## config.mk

```make
export PLATFORM = sky130hd
export DESIGN_NAME = load_unit_flat
export DESIGN_NICKNAME = d
export VERILOG_FILES = /design/src/rtl/load_unit_if.sv /design/src/rtl/load_unit.sv /design/src/flat_wrapper.sv
export SDC_FILE = /design/constraint.sdc
export NUM_CORES = 1
export LEC_CHECK = 0
export CORE_MARGIN = 1.5
export CORE_UTILIZATION = 46
export DETAILED_ROUTE_END_ITERATION = 16
export PLACE_DENSITY = 0.88
export SYNTH_ARGS = -nofsm -noshare
export SYNTH_HDL_FRONTEND = slang
export SYNTH_SLANG_ARGS = --single-unit
```

## constraint.sdc

```tcl
create_clock -name clk_i -period 3.3 [get_ports clk_i]
set_input_delay 0.495 -clock clk_i [delete_from_list [all_inputs] [get_ports clk_i]]
set_output_delay 0.495 -clock clk_i [all_outputs]
set_load 0.1 [all_outputs]
```

## src/rtl/load_unit_if.sv

```systemverilog
// Load unit bus bundle: decoder/ALU issue side, memory read port and writeback.
// The slave modport is the load unit; the master modport is its environment.
interface load_unit_if #(
    parameter int XLEN = 32,
    parameter int RD_W = 5
);
    logic            ld_valid;
    logic            ld;
    logic [2:0]      func3;
    logic [XLEN-1:0] addr;
    logic [RD_W-1:0] rd;
    logic            flush;
    logic            ld_ready;
    logic            busy;
    logic            mem_req;
    logic [XLEN-1:0] mem_addr;
    logic            mem_ack;
    logic [XLEN-1:0] mem_rdata;
    logic            wb_valid;
    logic [RD_W-1:0] wb_rd;
    logic [XLEN-1:0] wb_data;
    logic            ld_illegal;
    logic            ld_misalign;

    modport slave (
        input  ld_valid, ld, func3, addr, rd, flush, mem_ack, mem_rdata,
        output ld_ready, busy, mem_req, mem_addr, wb_valid, wb_rd, wb_data,
               ld_illegal, ld_misalign
    );

    modport master (
        output ld_valid, ld, func3, addr, rd, flush, mem_ack, mem_rdata,
        input  ld_ready, busy, mem_req, mem_addr, wb_valid, wb_rd, wb_data,
               ld_illegal, ld_misalign
    );
endinterface

```

## src/rtl/load_unit.sv

```systemverilog
// Load unit: issues one word read per load, extracts/extends byte, half or word for writeback.
// Optional macro LOAD_MISALIGN_TRAP_EN traps misaligned lh/lhu/lw instead of force-aligning them.
//
//   state   | meaning
//   IDLE    | ready for issue
//   REQ     | mem_req held until mem_ack
//   DONE    | writeback strobe (suppressed if killed)
//   FAULT   | one-cycle illegal/misalign pulse
module load_unit #(
    parameter int XLEN = 32,
    parameter int RD_W = 5
) (
    input  logic       clk_i,
    input  logic       reset_i,
    load_unit_if.slave bus
);

    typedef enum logic [1:0] {
        S_IDLE  = 2'd0,
        S_REQ   = 2'd1,
        S_DONE  = 2'd2,
        S_FAULT = 2'd3
    } state_e;

    state_e          state_q, state_d;
    logic [2:0]      func3_q, func3_d;
    logic [1:0]      lane_q, lane_d;
    logic [RD_W-1:0] rd_q, rd_d;
    logic [XLEN-1:0] mem_addr_q, mem_addr_d;
    logic [XLEN-1:0] wb_data_q, wb_data_d;
    logic            kill_q, kill_d;
    logic            mis_q, mis_d;

    logic issue;
    logic func3_legal;
    logic misaligned;

    function automatic logic [XLEN-1:0] extract(
        input logic [2:0]      f3,
        input logic [1:0]      lane,
        input logic [XLEN-1:0] word
    );
        logic [7:0]      b;
        logic [15:0]     h;
        logic [XLEN-1:0] r;
        b = word[{lane, 3'b000} +: 8];
        h = lane[1] ? word[31:16] : word[15:0];
        case (f3[1:0])
            2'b00:   r = {{(XLEN-8){b[7] & ~f3[2]}}, b};
            2'b01:   r = {{(XLEN-16){h[15] & ~f3[2]}}, h};
            default: r = word;
        endcase
        return r;
    endfunction

    assign issue = (state_q == S_IDLE) && bus.ld_valid && bus.ld && !bus.flush;

    always_comb begin
        func3_legal = 1'b0;
        case (bus.func3)
            3'b000, 3'b001, 3'b010, 3'b100, 3'b101: func3_legal = 1'b1;
            default:                                func3_legal = 1'b0;
        endcase
    end

`ifdef LOAD_MISALIGN_TRAP_EN
    assign misaligned = ((bus.func3[1:0] == 2'b01) && bus.addr[0]) ||
                        ((bus.func3[1:0] == 2'b10) && (bus.addr[1:0] != 2'b00));
`else
    // Misaligned half/word loads are force-aligned by the extractor lane selection.
    assign misaligned = 1'b0;
`endif

    always_comb begin
        state_d    = state_q;
        func3_d    = func3_q;
        lane_d     = lane_q;
        rd_d       = rd_q;
        mem_addr_d = mem_addr_q;
        wb_data_d  = wb_data_q;
        kill_d     = kill_q;
        mis_d      = mis_q;

        case (state_q)
            S_IDLE: begin
                kill_d = 1'b0;
                if (issue) begin
                    func3_d = bus.func3;
                    lane_d  = bus.addr[1:0];
                    rd_d    = bus.rd;
                    if (!func3_legal) begin
                        mis_d   = 1'b0;
                        state_d = S_FAULT;
                    end else if (misaligned) begin
                        mis_d   = 1'b1;
                        state_d = S_FAULT;
                    end else begin
                        mem_addr_d = {bus.addr[XLEN-1:2], 2'b00};
                        state_d    = S_REQ;
                    end
                end
            end
            S_REQ: begin
                // A flush cannot withdraw the request; it only kills the writeback.
                kill_d = kill_q | bus.flush;
                if (bus.mem_ack) begin
                    wb_data_d = extract(func3_q, lane_q, bus.mem_rdata);
                    state_d   = S_DONE;
                end
            end
            S_DONE: begin
                kill_d  = 1'b0;
                state_d = S_IDLE;
            end
            S_FAULT: begin
                kill_d  = 1'b0;
                state_d = S_IDLE;
            end
            default: state_d = S_IDLE;
        endcase
    end

    always_ff @(posedge clk_i or posedge reset_i) begin
        if (reset_i) begin
            state_q    <= S_IDLE;
            func3_q    <= 3'b000;
            lane_q     <= 2'b00;
            rd_q       <= '0;
            mem_addr_q <= '0;
            wb_data_q  <= '0;
            kill_q     <= 1'b0;
            mis_q      <= 1'b0;
        end else begin
            state_q    <= state_d;
            func3_q    <= func3_d;
            lane_q     <= lane_d;
            rd_q       <= rd_d;
            mem_addr_q <= mem_addr_d;
            wb_data_q  <= wb_data_d;
            kill_q     <= kill_d;
            mis_q      <= mis_d;
        end
    end

    assign bus.busy       = (state_q != S_IDLE);
    assign bus.ld_ready   = (state_q == S_IDLE);
    assign bus.mem_req    = (state_q == S_REQ);
    assign bus.mem_addr   = mem_addr_q;
    assign bus.wb_valid   = (state_q == S_DONE) && !kill_q && !bus.flush;
    assign bus.wb_rd      = rd_q;
    assign bus.wb_data    = wb_data_q;
    assign bus.ld_illegal = (state_q == S_FAULT) && !mis_q;
`ifdef LOAD_MISALIGN_TRAP_EN
    assign bus.ld_misalign = (state_q == S_FAULT) && mis_q;
`else
    assign bus.ld_misalign = 1'b0;
`endif

endmodule

```

## src/flat_wrapper.sv

```systemverilog
// flat-port wrapper written by rule: the top's interface ports become plain ports
module load_unit_flat 
#(
    parameter int XLEN = 32,
    parameter int RD_W = 5
)
  (clk_i, reset_i, bus_ld_valid, bus_ld, bus_func3, bus_addr, bus_rd, bus_flush, bus_mem_ack, bus_mem_rdata, bus_ld_ready, bus_busy, bus_mem_req, bus_mem_addr, bus_wb_valid, bus_wb_rd, bus_wb_data, bus_ld_illegal, bus_ld_misalign);
  load_unit_if #(.XLEN(XLEN), .RD_W(RD_W)) bus_i ();
  input  logic clk_i;
  input  logic reset_i;
  input wire logic [$bits(bus_i.ld_valid)-1:0] bus_ld_valid;
  input wire logic [$bits(bus_i.ld)-1:0] bus_ld;
  input wire logic [$bits(bus_i.func3)-1:0] bus_func3;
  input wire logic [$bits(bus_i.addr)-1:0] bus_addr;
  input wire logic [$bits(bus_i.rd)-1:0] bus_rd;
  input wire logic [$bits(bus_i.flush)-1:0] bus_flush;
  input wire logic [$bits(bus_i.mem_ack)-1:0] bus_mem_ack;
  input wire logic [$bits(bus_i.mem_rdata)-1:0] bus_mem_rdata;
  output wire logic [$bits(bus_i.ld_ready)-1:0] bus_ld_ready;
  output wire logic [$bits(bus_i.busy)-1:0] bus_busy;
  output wire logic [$bits(bus_i.mem_req)-1:0] bus_mem_req;
  output wire logic [$bits(bus_i.mem_addr)-1:0] bus_mem_addr;
  output wire logic [$bits(bus_i.wb_valid)-1:0] bus_wb_valid;
  output wire logic [$bits(bus_i.wb_rd)-1:0] bus_wb_rd;
  output wire logic [$bits(bus_i.wb_data)-1:0] bus_wb_data;
  output wire logic [$bits(bus_i.ld_illegal)-1:0] bus_ld_illegal;
  output wire logic [$bits(bus_i.ld_misalign)-1:0] bus_ld_misalign;
  assign bus_i.ld_valid = bus_ld_valid;
  assign bus_i.ld = bus_ld;
  assign bus_i.func3 = bus_func3;
  assign bus_i.addr = bus_addr;
  assign bus_i.rd = bus_rd;
  assign bus_i.flush = bus_flush;
  assign bus_i.mem_ack = bus_mem_ack;
  assign bus_i.mem_rdata = bus_mem_rdata;
  assign bus_ld_ready = bus_i.ld_ready;
  assign bus_busy = bus_i.busy;
  assign bus_mem_req = bus_i.mem_req;
  assign bus_mem_addr = bus_i.mem_addr;
  assign bus_wb_valid = bus_i.wb_valid;
  assign bus_wb_rd = bus_i.wb_rd;
  assign bus_wb_data = bus_i.wb_data;
  assign bus_ld_illegal = bus_i.ld_illegal;
  assign bus_ld_misalign = bus_i.ld_misalign;
  load_unit #(.XLEN(XLEN), .RD_W(RD_W)) u_core (.clk_i(clk_i), .reset_i(reset_i), .bus(bus_i));
endmodule
```

# [Yosys cells after proc, flatten, opt, wreduce, memory -nomap -nowiden]
# Cells that the tools add are included.
[totals] regBits=75 input_bits=78 output_inout_bits=75 elab_cells=48
[op_classes] n_eq_ne=10 shift=1 mux=8 bitwise=4 reduce_logical=18
[ops] operator="32-bit case mux with 2 select lines" n=1
[ops] operator="32-bit by 6-bit variable part select with 8-bit output" n=1
[ops] operator="16-bit two-way mux" n=1
[ops] operator="3-bit equality test, second input constant" n=2
[ops] operator="2-bit two-way mux" n=3
[ops] operator="2-bit case mux with 3 select lines" n=1
[ops] operator="2-bit AND reduction" n=3
[ops] operator="1-bit logical AND" n=5
[ops] operator="5-bit OR reduction" n=1
[ops] operator="2-bit by 1-bit equality test with 1-bit output, second input constant" n=2
[ops] operator="2-bit equality test, second input constant" n=2
[ops] operator="2-bit logical NOT" n=2
[ops] operator="3-bit by 1-bit equality test with 1-bit output, second input constant" n=1
[ops] operator="3-bit by 2-bit equality test with 1-bit output, second input constant" n=1
[ops] operator="3-bit logical NOT" n=1
[ops] operator="3-bit AND reduction" n=1
[ops] operator="3-bit OR reduction" n=1
[ops] operator="1-bit bitwise AND" n=2
[ops] operator="1-bit logical NOT" n=2
[ops] operator="2-bit by 1-bit != test with 1-bit output, second input constant" n=1
[ops] operator="2-bit != test, second input constant" n=1
[ops] operator="1-bit case mux with 2 select lines" n=1
[ops] operator="2-bit nonzero test" n=1
[ops] operator="2-bit OR reduction" n=1
[ops] operator="other kinds (3)" n=3

# [Depth between registers and ports, before layout]
# Gate-level depths: netlist (run 1).
[depth] word_depth=6 depth_mapped=6 ltp_nobuf=3

# [Worst setup path after synthesis (run 1)]
# No wires, ideal clock.
[synth_path] path_type="reg-to-output" start="register u_core.state_q[0]" end="output port bus_wb_valid" t_arrival_ns=3.660 required_time_ns=2.805 path_slack_ns=-0.855 stages_incl_launch_ff=3 path_buffers=1 cell_sequence="dfrtp_1 > buf_2 > nor4b_1"
[synth_between] elab_chain_len=3
[synth_rtl] item="from (decl)" line_no="load_unit.sv:25" rtl="state_e state_q, state_d;"
[synth_rtl] item="from (signal assigned)" line_no="load_unit.sv:134" rtl="state_q <= state_d;"
[synth_rtl] item="2-bit equality test" line_no="load_unit.sv:149" rtl="assign bus.wb_valid = (state_q == S_DONE) && !kill_q && !bus.flush;"
[synth_rtl] item="1-bit logical AND (2 in a row)" line_no="load_unit.sv:149"
[synth_rtl] item="to (decl)" line_no="flat_wrapper.sv:23" rtl="output wire logic [$bits(bus_i.wb_valid)-1:0] bus_wb_valid;"
# Every way passes these cells.

# [Final worst setup path (run 1)]
[layout_path] start="register u_core.mem_addr_q[31] (netlist: u_core.bus.mem_addr[31])" end="output port bus_mem_addr[31]"
[layout_lines] item="from (decl)" line_no="load_unit.sv:29" rtl="logic [XLEN-1:0] mem_addr_q, mem_addr_d;"
[layout_lines] item="from (signal assigned)" line_no="load_unit.sv:138" rtl="mem_addr_q <= mem_addr_d;"
[layout_lines] item="to (decl)" line_no="flat_wrapper.sv:22" rtl="output wire logic [$bits(bus_i.mem_addr)-1:0] bus_mem_addr;"
# No word-level cell between the ends.

==> results.json, run 1 <==
{
  "critPathRequiredTime_ns": 2.80,
  "yosysSeqAreaShare_pct": 51.55,
  "final_nets": 519,
  "fp-row-count": 32,
  "cp_slowest_cell": "clkdlybuf4s50_1",
  "max_slew_margin_pct": 16.47,
  "cp_cell_sequence": "clkdlybuf4s50_1",
  "layout-drive-gt1-share_pct": 20.85,
  "crit_path_end_kind": "primary output",
  "cts.repair.resized": 0,
  "synthTopCellsByArea": "dfrtp_1, mux2_4, mux2_2",
  "critPathKind": "register to primary output",
  "synth_area_mm2": 0.003641,
  "multi_input_area_mm2": 0.001613,
  "routed-via-count": 2954,
  "drt-total-wl_um": 10240,
  "start_kind": "register",
  "arrival_ns": 1.91,
  "synthFlopType": "dfrtp_1",
  "regArea_mm2": 0.001877,
  "cts-root-buf": "clkbuf_8",
  "gp_congestion": 0.8403,
  "postRouteAntennaNets": 0,
  "fmax_mhz": 416.5,
  "finalHoldViolCount": 0,
  "syn_inst": 301,
  "hpwl_um": 7303,
  "slowest_delay_ns": 1.15,
  "syn_to_final_growth_pct": 46.43,
  "rsz0062_at_grt": "false",
  "crit_family": "buffers and inverters",
  "final_max_slew_viol_count": 0,
  "routedWlPerCell_um": 18.69,
  "fin_setup_tns_ns": 0,
  "ios": 153,
  "cts_hold_buf": 0,
  "cts_max_level": 3,
  "post_cts_buffers": 0,
  "synth_edf_count": 0,
  "synth.distinct_cells": 36,
  "overflow": 0,
  "yosysWarningCount": 0,
  "tightest_slew_ns": 1.253,
  "start_util_pct": 47.36,
  "cap_violations": 0,
  "grt_pass1_vias": 3165,
  "grt_pass1_wl_um": 16520,
  "insertion_delay_ns": 0.37,
  "via_per_inst": 5.391,
  "die_y_um": 91.97,
  "core-area_mm2": 0.007687,
  "finalSetupViolations": 0,
  "path_buf_inv": 1,
  "async_flop_share_pct": 100.0,
  "avgSynthCellArea_um2": 12.10,
  "hp-class": "input pin to asynchronous set/reset pin",
  "fin_crit_ns": 2.401,
  "final_cell_mix": "clkdlybuf4s50_1, dfrtp_1, nor2_1",
  "grt_max_degree": 45,
  "synth_seq_cells": 75,
  "die_x_um": 91.97,
  "antenna_cells": 0,
  "antenna_found_initial": 0,
  "finClkSkew_ns": 0.01855,
  "gr-usage-all-layers_pct": 25.45,
  "cp_max_fo": 2,
  "drc_errors": 0,
  "whs_ns": 0.4796,
  "dr.first_iter.drc_count": 191,
  "fill_cells": 574,
  "clock_path_buffers": 2,
  "synth.largest_area_cell": "dfrtp_1",
  "cts_sinks": 75,
  "fin_crit_sh_pct": 72.76,
  "final_cells": 548,
  "outcome": "finished, final reports clean",
  "synth_top_area_share_pct": 51.55,
  "cts.clk_slew.worst_paths_ns": 0.11,
  "final_common_cell": "clkdlybuf4s50_1",
  "numPlacedInstances": 532,
  "die_area_mm2": 0.008458,
  "portBuffers": 149,
  "first_pass_iters": 4,
  "cts_buffers": 9,
  "cts_tree": "done"
}
==> flip-flops by register name (all words and copies together), names as in the netlist <==
register and cells:
u_core.kill_q 1, u_core.state_q 2, u_core.bus.wb_rd 5, u_core.lane_q 2, u_core.bus.wb_data 32, u_core.func3_q 3
u_core.bus.mem_addr 30
==> area by class of cell <==
type | count | area share [%]
inverters | 3 | 0.2112
flip-flops and latches | 75 | 35.20
multi-input cells | 198 | 30.25
well taps | 102 | 2.394
clock inverters | 7 | 1.267
clock buffers | 9 | 2.323
repair buffers | 154 | 28.35
==> metal layers <==
layer	up-vias	track usage, %	wire length [um]
met1	1474	32.09	4119
met2	100	42.53	5398
met4	0	11.67	298
met5	-	0	0
li1	1359	-	-
met3	21	4.478	424
==> kinds of logic after synthesis <==
logic type	share of synthesized area, %
other	0.1030
flip-flops	51.55
AND/OR/NAND/NOR	11.99
multiplexers	20.79
buffers and inverters	4.536
AO/OA/AOI/OAI	11.03
==> cell usage after synthesis, types with 2 or more instances <==
master and n:
a211oi_1 8, a21oi_1 17, buf_6 4, clkbuf_1 13, nand3b_1 9, buf_2 6, dfrtp_1 75, nand2b_1 2
a31oi_1 7, nor3b_1 9, o21ai_0 2, mux2_4 30, a22oi_1 7, buf_4 4, o22ai_1 17, inv_1 3
nand2_1 8, mux2_2 26, nor2_1 36, nor3_1 2
==> through the flow <==
| stage | util, % | area [um^2] | setup slack [ns] |
|---|---|---|---|
| 2_1_floorplan | - | 3655 | 0.03826 |
| 3_3_place_gp | 66.86 | 5140 | 0.8489 |
| 3_5_place_dp | 66.86 | 5140 | 0.8113 |
| 4_1_cts | 69.35 | 5331 | 0.8800 |
| 5_1_grt | 69.35 | 5331 | 0.8492 |
| 6_report | 69.35 | 5331 | 0.8990 |
==> path summary, 6_finish.rpt <==
check                                               startpoint                                  to  slack, ns  cells past startpoint
hold reg to reg                u_core.bus.wb_rd[3]$_DFFE_PP0P_     u_core.bus.wb_rd[3]$_DFFE_PP0P_       0.51                      1
setup / recovery           u_core.bus.mem_addr[31]$_DFFE_PP0P_                    bus_mem_addr[31]       0.90                      1
setup reg to reg                  u_core.lane_q[1]$_DFFE_PP0P_  u_core.bus.wb_data[11]$_DFFE_PP0P_       1.09                      3
min in group clk_i             u_core.bus.wb_rd[3]$_DFFE_PP0P_     u_core.bus.wb_rd[3]$_DFFE_PP0P_       0.51                      1
max in group asynchronous                              reset_i  u_core.bus.mem_addr[7]$_DFFE_PP0P_       2.02                      3
hold / removal                                         reset_i  u_core.bus.mem_addr[2]$_DFFE_PP0P_       0.48                      2
Power of run 1 is left out: the tool's default activity adds up to more than one toggle a clock period on the data nets, which glitch-free logic cannot reach.
==> inputs of run 2 (changes only) <==
Settings changed: CORE_UTILIZATION 46 to 39, PLACE_DENSITY 0.88 to 0.79.
Clock period 3.3 ns to 1.95 ns, I/O delays scaled along.
==> results.json, run 2 (synthesis gave the netlist of run 1 again) <==
{
  "cp_cell_sequence": "clkdlybuf4s50_1 -> o21ai_1 -> buf_4 -> or4b_4 -> buf_12 -> mux2_4",
  "final_nets": 534,
  "arrival_ns": 2.06,
  "die_y_um": 99.62,
  "start_util_pct": 39.78,
  "critPathRequiredTime_ns": 2.18,
  "critPathKind": "input pin to register",
  "outcome": "finished, final reports clean",
  "cts_tree": "done",
  "final_common_cell": "buf_4",
  "layout-drive-gt1-share_pct": 37.53,
  "drt-total-wl_um": 9955,
  "rsz0062_at_grt": "false",
  "antenna_found_initial": 0,
  "finalHoldViolCount": 0,
  "gp_congestion": 0.8808,
  "final_util_pct": 59.63,
  "largest_reg_flops": 32,
  "timing.final.ws_setup_ns": 0.1185,
  "cts_buffers": 9,
  "dr.first_iter.drc_count": 154,
  "postRouteAntennaNets": 0,
  "via_per_inst": 5.212,
  "final_max_slew_viol_count": 0,
  "cts_sinks": 75,
  "portBuffers": 149,
  "hp-class": "input pin to asynchronous set/reset pin",
  "drc_errors": 0,
  "path_buf_inv": 3,
  "gr-usage-all-layers_pct": 20.02,
  "grt_pass1_vias": 3006,
  "crit_path_end_kind": "register",
  "final_cell_mix": "buf_4, clkdlybuf4s50_1, dfrtp_1",
  "routedWlPerCell_um": 17.40,
  "fin_crit_sh_pct": 93.92,
  "fin_crit_ns": 1.831,
  "final_area_mm2": 0.005458,
  "place_area_mm2": 0.005234,
  "routed-via-count": 2981,
  "start_kind": "input pin",
  "grt_max_degree": 41,
  "grt_pass1_wl_um": 15470,
  "ios": 153,
  "slowest_delay_ns": 0.48,
  "die_x_um": 99.62,
  "hpwl_um": 7296,
  "cts.clk_slew.worst_paths_ns": 0.08,
  "fmax_mhz": 546.0,
  "first_pass_iters": 5,
  "pre_cts_slack_ns": -0.3234,
  "syn_to_final_growth_pct": 49.90,
  "antenna_cells": 0,
  "core-area_mm2": 0.009153,
  "clock_path_buffers": 2,
  "overflow": 0,
  "post_cts_buffers": 0,
  "cap_violations": 0,
  "cts-root-buf": "clkbuf_8",
  "insertion_delay_ns": 0.35,
  "finalSetupViolations": 0,
  "fp-row-count": 35,
  "crit_family": "buffers and inverters",
  "cp_slowest_cell": "or4b_4",
  "cts_max_level": 3,
  "finClkSkew_ns": 0.007841,
  "cp_max_fo": 22,
  "die_area_mm2": 0.009924
}
-- run 2: cell types whose count changed in the layout (fill, tap and decap cells not counted), sizes merged --
cell,before,now
inv,7,4
clkinv,2,1
buf,12,92
bufinv,0,2
clkdlybuf4s50,142,77
clkbuf,9,11
-- run 2: layer usage --
metal	vias up	global-route usage (%)	routed length (um)
met2	136	31.77	4813
li1	1388	-	-
met4	0	8.342	322
met3	25	4.498	576
met5	-	0	0
met1	1432	26.57	4243
-- run 2: cell type report --
cell class | count | area [um^2]
Clock inverter | 5 | 82.58
Multi-Input combinational cell | 198 | 1629
Clock buffer | 11 | 141.4
Timing Repair Buffer | 169 | 1574
Fill cell | 741 | 3695
Sequential cell | 75 | 1877
Tap cell | 111 | 138.9
Inverter | 3 | 15.01
-- run 2: repair_timing --
action                     4_1_cts  5_1_grt
setup endpoints to repair        0       20
resized for setup                0        1
hold buffers                     0        0
-- run 2: path summary, 6_finish.rpt --
path / startpoint / endpoint / depth (start not counted) / slack (ns)
max reg2reg: u_core.state_q[1]$_DFFE_PP0P_ / u_core.bus.mem_addr[30]$_DFFE_PP0P_ / 3 / 0.30
min reg2reg: u_core.bus.mem_addr[19]$_DFFE_PP0P_ / u_core.bus.mem_addr[19]$_DFFE_PP0P_ / 1 / 0.51
max: bus_func3[2] / u_core.bus.mem_addr[30]$_DFFE_PP0P_ / 6 / 0.12
max in group asynchronous: reset_i / u_core.bus.wb_data[14]$_DFFE_PP0P_ / 3 / 1.18
min in group clk_i: u_core.bus.mem_addr[19]$_DFFE_PP0P_ / u_core.bus.mem_addr[19]$_DFFE_PP0P_ / 1 / 0.51
min: reset_i / u_core.state_q[1]$_DFFE_PP0P_ / 3 / 0.43
-- run 2: worst min-delay path: stages --
cell,delay [ns]
clkdlybuf4s50_1,0.44
clkinvlp_4,0.08
buf_4,0.40
-- run 2: per-stage QoR --
step / hold slack, ns / TNS (ns) / instances
final: 0.4305 / 0 / 572
after CTS: 0.4466 / 0 / 572
after floorplan: 0.4016 / 0 / 303
after global placement: 0.4998 / -8.510 / 556
after global routing: 0.4664 / 0 / 572
after detailed placement: 0.4964 / -9.466 / 556
Power of run 2 is left out for the same reason.
==> inputs of run 3 (changes only) <==
==> constraint.sdc (replaced) <==
create_clock -name clk_i -period 1.95 [get_ports clk_i]
set_input_delay 0.585 -clock clk_i [delete_from_list [all_inputs] [get_ports clk_i]]
set_output_delay 0.585 -clock clk_i [all_outputs]
set_load 0.1 [all_outputs]
==> results.json, run 3 (synthesis gave the netlist of run 1 again) <==
{
  "outcome": "finished, final reports clean",
  "core-area_mm2": 0.009153,
  "grt_pass1_wl_um": 17180,
  "r2r_start": "u_core.state_q[1]$_DFFE_PP0P_",
  "arrival_ns": 1.33,
  "grt_max_degree": 76,
  "hold_end": "u_core.kill_q$_DFF_PP0_",
  "ios": 153,
  "finalSetupViolations": 0,
  "antenna_found_initial": 0,
  "clock_path_buffers": 2,
  "r2r_cells": 4,
  "fin_crit_sh_pct": 98.36,
  "crit_path_end_kind": "primary output",
  "die_area_mm2": 0.009924,
  "portBuffers": 149,
  "fin_crit_ns": 1.918,
  "final_cells": 580,
  "reg2reg_to": "u_core.bus.mem_addr[29]$_DFFE_PP0P_",
  "drc_errors": 0,
  "cts-root-buf": "clkbuf_8",
  "cts.clk_slew.worst_paths_ns": 0.08,
  "die_y_um": 99.62,
  "cp_cell_sequence": "buf_6 -> nor2_4 -> inv_2 -> buf_12",
  "cts_sinks": 75,
  "syn_to_final_growth_pct": 77.70,
  "path_buf_inv": 3,
  "finalHoldViolCount": 0,
  "cts_buffers": 9,
  "cap_violations": 0,
  "fp-row-count": 35,
  "whs_ns": 0.5315,
  "start_util_pct": 39.78,
  "critPathKind": "register to primary output",
  "hpwl_um": 8005,
  "die_x_um": 99.62,
  "hp-class": "input pin to register",
  "gr-usage-all-layers_pct": 22.57,
  "reg2reg_slack_ns": 0.11,
  "final_util_pct": 70.69,
  "routed-via-count": 3056,
  "dr.first_iter.drc_count": 96,
  "layout-drive-gt1-share_pct": 40.09,
  "drt-total-wl_um": 10870,
  "routedWlPerCell_um": 18.74,
  "final_nets": 542,
  "rsz0062_at_grt": "true",
  "final_common_cell": "buf_12",
  "cp_slowest_cell": "dfrtp_2",
  "numPlacedInstances": 559,
  "via_per_inst": 5.269,
  "start_kind": "register",
  "cp_max_fo": 4,
  "cts_hold_buf": 0,
  "final_cell_mix": "buf_12, dfrtp_1, clkdlybuf4s50_1",
  "antenna_cells": 0,
  "first_pass_iters": 4,
  "final_max_slew_viol_count": 0,
  "finClkSkew_ns": 0.009506,
  "critPathRequiredTime_ns": 1.36,
  "hp-start": "bus_flush",
  "min_path_cells": 3,
  "overflow": 0,
  "insertion_delay_ns": 0.35,
  "gp_congestion": 0.8563,
  "slowest_delay_ns": 0.45,
  "grt_pass1_vias": 3173,
  "crit_family": "flip-flops",
  "cts_tree": "done",
  "largest_reg_flops": 32,
  "postRouteAntennaNets": 0,
  "cts_max_level": 3,
  "fmax_mhz": 521.4
}
-- run 3: cell count changes in the layout (fill, tap and decap cells not counted), sizes merged --
cell	before	now
clkinv	1	3
bufbuf	0	2
clkdlybuf4s50	77	71
clkinvlp	1	2
clkbuf	11	9
buf	92	99
inv	4	3
dlygate4sd2	0	5
-- run 3: what timing repair did --
| action | in CTS | in global routing |
|---|---|---|
| setup endpoints to repair | 33 | 2 |
| setup buffers | 2 | 2 |
| gates cloned | 2 | 0 |
| gates resized for setup | 16 | 3 |
| pin swaps | 1 | 2 |
-- run 3: through the flow --
step	TNS, ns	instance area (um^2)	setup slack, ns
2_1_floorplan	-0.5451	3675	-0.2961
3_3_place_gp	-18.60	6145	-0.4785
3_5_place_dp	-19.71	6145	-0.5043
4_1_cts	-0.01185	6465	-0.007267
5_1_grt	-0.02450	6470	-0.01053
6_report	0	6470	0.03193
-- run 3: worst max-delay path by stage --
stage	start	endpoint	slack [ns]	cells past startpoint
after detailed placement	bus_func3[2]	u_core.bus.mem_addr[11]$_DFFE_PP0P_	-0.50	5
final	u_core.state_q[0]$_DFFE_PP0P_	bus_busy	0.03	4
after global placement	bus_func3[2]	u_core.bus.mem_addr[18]$_DFFE_PP0P_	-0.48	5
after CTS	u_core.state_q[0]$_DFFE_PP0P_	bus_busy	-0.007	4
after global routing	u_core.state_q[1]$_DFFE_PP0P_	bus_mem_req	-0.01	4
after floorplan	bus_flush	bus_wb_valid	-0.30	1
-- run 3: metal layers --
layer,wire [um],GRT usage (%),part of all wire (%)
met1,4200,27.97,39
met2,5906,39.09,54
met3,505,3.865,4.6
met4,256,9.209,2.4
met5,0,0,0
-- run 3: final cells by class --
cell class              count  area (um^2)
multi-input cells         198         1640
repair buffers            177         2572
flip-flops and latches     75         1878
clock inverters             7        101.3
inverters                   3        15.01
fillers                   588         2683
well taps                 111        138.9
clock buffers               9        123.9
-- run 3: worst min-delay path, delay by kind of cell --
family	cells	cell delay (ns)
AND/OR/NAND/NOR	2	0.13
buffers and inverters	1	0.12
Power of run 3 is left out for the same reason.
